**config.mk**
```make
export PLATFORM = sky130hd
export DESIGN_NAME = led_pwm_ctrl
export DESIGN_NICKNAME = d
export VERILOG_FILES = /design/src/rtl/led_pwm_ctrl.sv
export SDC_FILE = /design/constraint.sdc
export NUM_CORES = 1
export LEC_CHECK = 0
export ABC_AREA = 1
export CAP_MARGIN = 20
export CELL_PAD_IN_SITES_DETAIL_PLACEMENT = 1
export CELL_PAD_IN_SITES_GLOBAL_PLACEMENT = 1
export CORE_ASPECT_RATIO = 0.8
export CORE_MARGIN = 10
export CORE_UTILIZATION = 40
export CTS_CLUSTER_DIAMETER = 150
export DETAILED_ROUTE_END_ITERATION = 10
export DONT_BUFFER_PORTS = 1
export GPL_ROUTABILITY_DRIVEN = 0
export PLACE_DENSITY = 0.78
export SKIP_LAST_GASP = 1
export SLEW_MARGIN = 25
export SYNTH_ARGS = -nofsm -noshare
export SYNTH_HDL_FRONTEND = slang
export SYNTH_SLANG_ARGS = --single-unit
```
**constraint.sdc**
```tcl
create_clock -name sysclk -period 1.9 [get_ports sysclk]
set_input_delay 0.19 -clock sysclk [delete_from_list [all_inputs] [get_ports sysclk]]
set_output_delay 0.19 -clock sysclk [all_outputs]
set_load 0.05 [all_outputs]
```
**src/rtl/led_pwm_ctrl.sv**
```systemverilog
// Per-LED brightness register file with glitch-free PWM drive and registered readback.
// Build option: define LED_FADE_EN to ramp the active duty one step per PWM period.

`ifndef LED_ADDR_WIDTH
`define LED_ADDR_WIDTH 3
`endif
`ifndef BRIGHTNESS_WIDTH
`define BRIGHTNESS_WIDTH 7
`endif

module led_pwm_ctrl #(
  parameter int NUM_LEDS   = 4,
  parameter int ADDR_WIDTH = `LED_ADDR_WIDTH,
  parameter int BR_WIDTH   = `BRIGHTNESS_WIDTH,
  parameter int PRESCALE   = 125
) (
  input  logic                  sysclk,
  input  logic                  rst_n,
  input  logic                  i_wr_valid,
  input  logic [ADDR_WIDTH-1:0] i_led_addr,
  input  logic [BR_WIDTH-1:0]   i_led_br_lvl,
  input  logic [ADDR_WIDTH-1:0] i_rd_addr,
  output logic [BR_WIDTH-1:0]   o_rd_br_lvl,
  output logic                  o_wr_err,
  output logic [NUM_LEDS-1:0]   o_led
);

  localparam int                PS_W     = (PRESCALE > 1) ? $clog2(PRESCALE) : 1;
  localparam logic [PS_W-1:0]   PS_LAST  = PS_W'(PRESCALE - 1);
  localparam logic [BR_WIDTH-1:0] FULL     = BR_WIDTH'(100);
  localparam logic [BR_WIDTH-1:0] CNT_LAST = BR_WIDTH'(99);

  logic [PS_W-1:0]     ps_cnt;
  logic                tick;
  logic                pb;
  logic [BR_WIDTH-1:0] cnt;
  logic [BR_WIDTH-1:0] target [NUM_LEDS];
  logic [BR_WIDTH-1:0] active [NUM_LEDS];
  logic [NUM_LEDS-1:0] wr_sel;
  logic                wr_hit;
  logic [BR_WIDTH-1:0] wr_lvl;
  logic [BR_WIDTH-1:0] rd_lvl;

  // With PRESCALE=1 the counter never leaves 0, so tick is permanently high.
  assign tick   = (ps_cnt == PS_LAST);
  assign pb     = tick && (cnt == CNT_LAST);
  assign wr_hit = |wr_sel;

  always_ff @(posedge sysclk or negedge rst_n) begin
    if (!rst_n) begin
      ps_cnt <= '0;
      cnt    <= '0;
    end else begin
      ps_cnt <= tick ? '0 : ps_cnt + 1'b1;
      if (tick) begin
        cnt <= (cnt == CNT_LAST) ? '0 : cnt + 1'b1;
      end
    end
  end

  // Address decode by comparison keeps out-of-range indices from ever touching the arrays.
  always_comb begin
    wr_sel = '0;
    rd_lvl = '0;
    for (int i = 0; i < NUM_LEDS; i++) begin
      wr_sel[i] = i_wr_valid && (i_led_addr == ADDR_WIDTH'(i));
      if (i_rd_addr == ADDR_WIDTH'(i)) begin
        rd_lvl = target[i];
      end
    end
    wr_lvl = (i_led_br_lvl > FULL) ? FULL : i_led_br_lvl;
  end

  always_ff @(posedge sysclk or negedge rst_n) begin
    if (!rst_n) begin
      for (int i = 0; i < NUM_LEDS; i++) begin
        target[i] <= '0;
      end
    end else begin
      for (int i = 0; i < NUM_LEDS; i++) begin
        if (wr_sel[i]) begin
          target[i] <= wr_lvl;
        end
      end
    end
  end

  // Active duty only moves on the period boundary, so a period is never cut short or stretched.
  always_ff @(posedge sysclk or negedge rst_n) begin
    if (!rst_n) begin
      for (int i = 0; i < NUM_LEDS; i++) begin
        active[i] <= '0;
      end
    end else if (pb) begin
      for (int i = 0; i < NUM_LEDS; i++) begin
`ifdef LED_FADE_EN
        if (active[i] < target[i]) begin
          active[i] <= active[i] + 1'b1;
        end else if (active[i] > target[i]) begin
          active[i] <= active[i] - 1'b1;
        end
`else
        active[i] <= target[i];
`endif
      end
    end
  end

  always_ff @(posedge sysclk or negedge rst_n) begin
    if (!rst_n) begin
      o_led       <= '0;
      o_rd_br_lvl <= '0;
      o_wr_err    <= 1'b0;
    end else begin
      for (int i = 0; i < NUM_LEDS; i++) begin
        o_led[i] <= (cnt < active[i]);
      end
      o_rd_br_lvl <= rd_lvl;
      o_wr_err    <= i_wr_valid && !wr_hit;
    end
  end

endmodule

```
==> impl_metrics.ini <==
[sta]
rsz0062_at_grt = false
skew_ns = 0.00622
worstMarginPinSlew_ns = 0.527
setup_viol_count_final = 0
finalMaxSlewViolations = 0
finalCritPeriodShare_pct = 86.7
fin_crit_ns = 1.65
hold_violations = 82
holdWs_ns = -0.448
finalSetupTns_ns = 0
fmax_mhz = 607
timing.slew.headroom_pct = 64.8

[cts]
cts_tree = yes
post_cts_buffers = 0
clockBufferDepth = 2
cts-root-buf = clkbuf_16
clock-sinks = 82
clock_latency_ns = 0.33
path_clk_slew_ns = 0.06
numCtsBuffers = 9
cts_max_level = 3

[global_route]
grt_max_degree = 83
grt_pass1_wl_mm = 18.0
antenna_found_initial = 0
grt_util_all_layers_pct = 15.5
overflow = 0
grt_pass1_vias = 3370

[finish]
final_net_count = 536
syn_to_final_growth_pct = 13.3
antennaDiodeCount = 0
multiInputGateArea_sq_um = 1740
finish.utilization_pct = 46.9
fill_cells = 1192
finish.instance_area_sq_um = 4580
register_area_sq_um = 2050
layout-drive-gt1-share_pct = 7.65

[synthesis]
yosysUniqueCellTypes = 22
netlist_area_sq_um = 4050
yosysSeqAreaShare_pct = 50.7
ys.warnings.count = 0
syn-num-nets = 522
synthCells = 479
synth_seq_cells = 82
avgSynthCellArea_sq_um = 8.45

[detailed_routing]
drc = 0
via_count = 3263
drtIter0Drc = 234
routed_wl_mm = 10.8
via_per_inst = 5.15
wl_per_cell_um = 17.1
drt-pass1-iter-count = 4
antenna_left = 0

[run_status]
violations = hold timing
outcome = finished, violations left

[floorplan]
design.core.area_sq_um = 9770
die_area_sq_um = 14600
fp.dieW_um = 132
ioPinCount = 28
start_util_pct = 41.4
rows = 32
chipHeight_um = 110

[critical_path]
critPathLaunchType = flip-flop
crit_required_ns = 2.11
reg2reg_slack_ns = 0.25
critPathArrivalTime_ns = 1.86
critPathKind = flip-flop to flip-flop
r2r-start = cnt[1]$_DFFE_PN0N_
reg2reg_to = cnt[0]$_DFFE_PN0N_
cp_max_fo = 25
critPathCaptureType = flip-flop
reg2reg_depth = 7

[worst_hold_path]
holdCritPathClass = input pin to async pin

[power_and_ir_drop]
p_per_area_nw_per_um2 = 889
power_w = 0.00407
leakagePower_nw = 2.30
peakVddDrop_mv = 0.489

[placed_design]
numPortBuffers = 0
place_area_sq_um = 4210
hpwl_mm = 7.56

[flow_run]
max-cap-violations = 0
==> cells in the final DEF (no fill, tap or decap), types with 3 or more instances in the layout <==
master / n
a21oi_1: 17
buf_4: 7
clkbuf_16: 9
clkbuf_8: 3
dfrtp_1: 82
dlygate4sd3_1: 6
ha_1: 27
inv_1: 46
inv_2: 6
nand2_1: 163
nand3_1: 52
nand4_1: 7
nor2_1: 25
nor3_1: 4
nor3_4: 4
o21ai_0: 15
o21ai_1: 8
xor2_1: 4
==> area by class of cell <==
type | instances | area share, %
inverters | 53 | 4.40
flip-flops and latches | 82 | 44.8
multi-input cells | 334 | 38.0
well taps | 136 | 3.71
clock buffers | 13 | 5.90
clock inverters | 2 | 0.764
repair buffers | 13 | 2.46
==> cell usage after synthesis <==
master	number	area, sq um
ha_1	27	338
inv_2	6	22.5
a21oi_1	17	85.1
nand4_1	7	43.8
nor3_4	4	65.1
dfrtp_1	82	2050
xnor2_1	1	8.76
o21a_1	1	7.51
o21ai_0	15	75.1
inv_1	46	173
o21ai_1	8	40.0
nand3_1	52	260
nor3_1	4	20.0
xor2_1	4	35.0
nor2_1	25	93.8
buf_6	1	11.3
o21ai_2	2	17.5
inv_4	1	6.26
buf_2	9	45.0
nor2_4	2	22.5
nand2_1	163	612
nand2_2	2	12.5
==> timing repair <==
item / CTS / global route
hold buffers: 5 / 1
resized for setup: 0 / 1
endpoints found under the setup margin: 0 / 3
hold endpoints to repair: 89 / 83
==> layer usage <==
| layer | GRT usage, % | share of wire, % |
|---|---|---|
| met3 | 4.19 | 4.9 |
| met5 | 0 | 0 |
| met4 | 4.15 | 1.4 |
| met1 | 20.1 | 46 |
| met2 | 25.0 | 47 |
==> how the worst max path moves through the flow <==
| stage | endpoint | depth (start not counted) | start |
|---|---|---|---|
| global route | cnt[0]$_DFFE_PN0N_ | 7 | cnt[1]$_DFFE_PN0N_ |
| floorplan | cnt[5]$_DFFE_PN0N_ | 7 | cnt[1]$_DFFE_PN0N_ |
| detailed placement | active[2]$_DFFE_PN0P_ | 6 | cnt[1]$_DFFE_PN0N_ |
| global placement | active[23]$_DFFE_PN0P_ | 6 | cnt[1]$_DFFE_PN0N_ |
| finish | cnt[0]$_DFFE_PN0N_ | 7 | cnt[1]$_DFFE_PN0N_ |
| CTS | active[2]$_DFFE_PN0P_ | 6 | cnt[1]$_DFFE_PN0N_ |
==> stage by stage <==
stage                     cells  setup WS (ns)
after CTS                   632          0.134
after global placement      612          0.226
after floorplan             479          0.534
after detailed placement    612          0.184
after global routing        633          0.149
final                       633          0.253
==> flip-flops by register name, indices dropped and copies added (netlist names) <==
signal,flops
active,28
cnt,7
o_led,4
o_rd_br_lvl,7
o_wr_err,1
ps_cnt,7
target,28
==> kinds of logic after synthesis <==
logic type               after synthesis  synth area share [%]
AND/OR/NAND/NOR                      259                  27.9
flip-flops                            82                  50.7
buffers and inverters                 63                  6.37
AO/OA/AOI/OAI                         43                  5.57
adder cells (fa/ha/maj)               27                  8.35
XOR/XNOR                               5                  1.08
==> critical path, stage by stage, from the launching register on <==
cell and delay [ns]:
dfrtp_1 0.47, ha_1 0.26, nand2_1 0.10, nor2_4 0.12, buf_4 0.31, inv_1 0.11, nand3_1 0.07, o21ai_0 0.07
==> report_power, final <==
group	leakage (nW)	switching [W]	total (W)	internal, W
logic	1.06	0.000132	0.000215	0.0000837
clock network	0.152	0.000676	0.00179	0.00112
registers	1.09	0.000187	0.00206	0.00188
(Power assumes the default switching activity.)
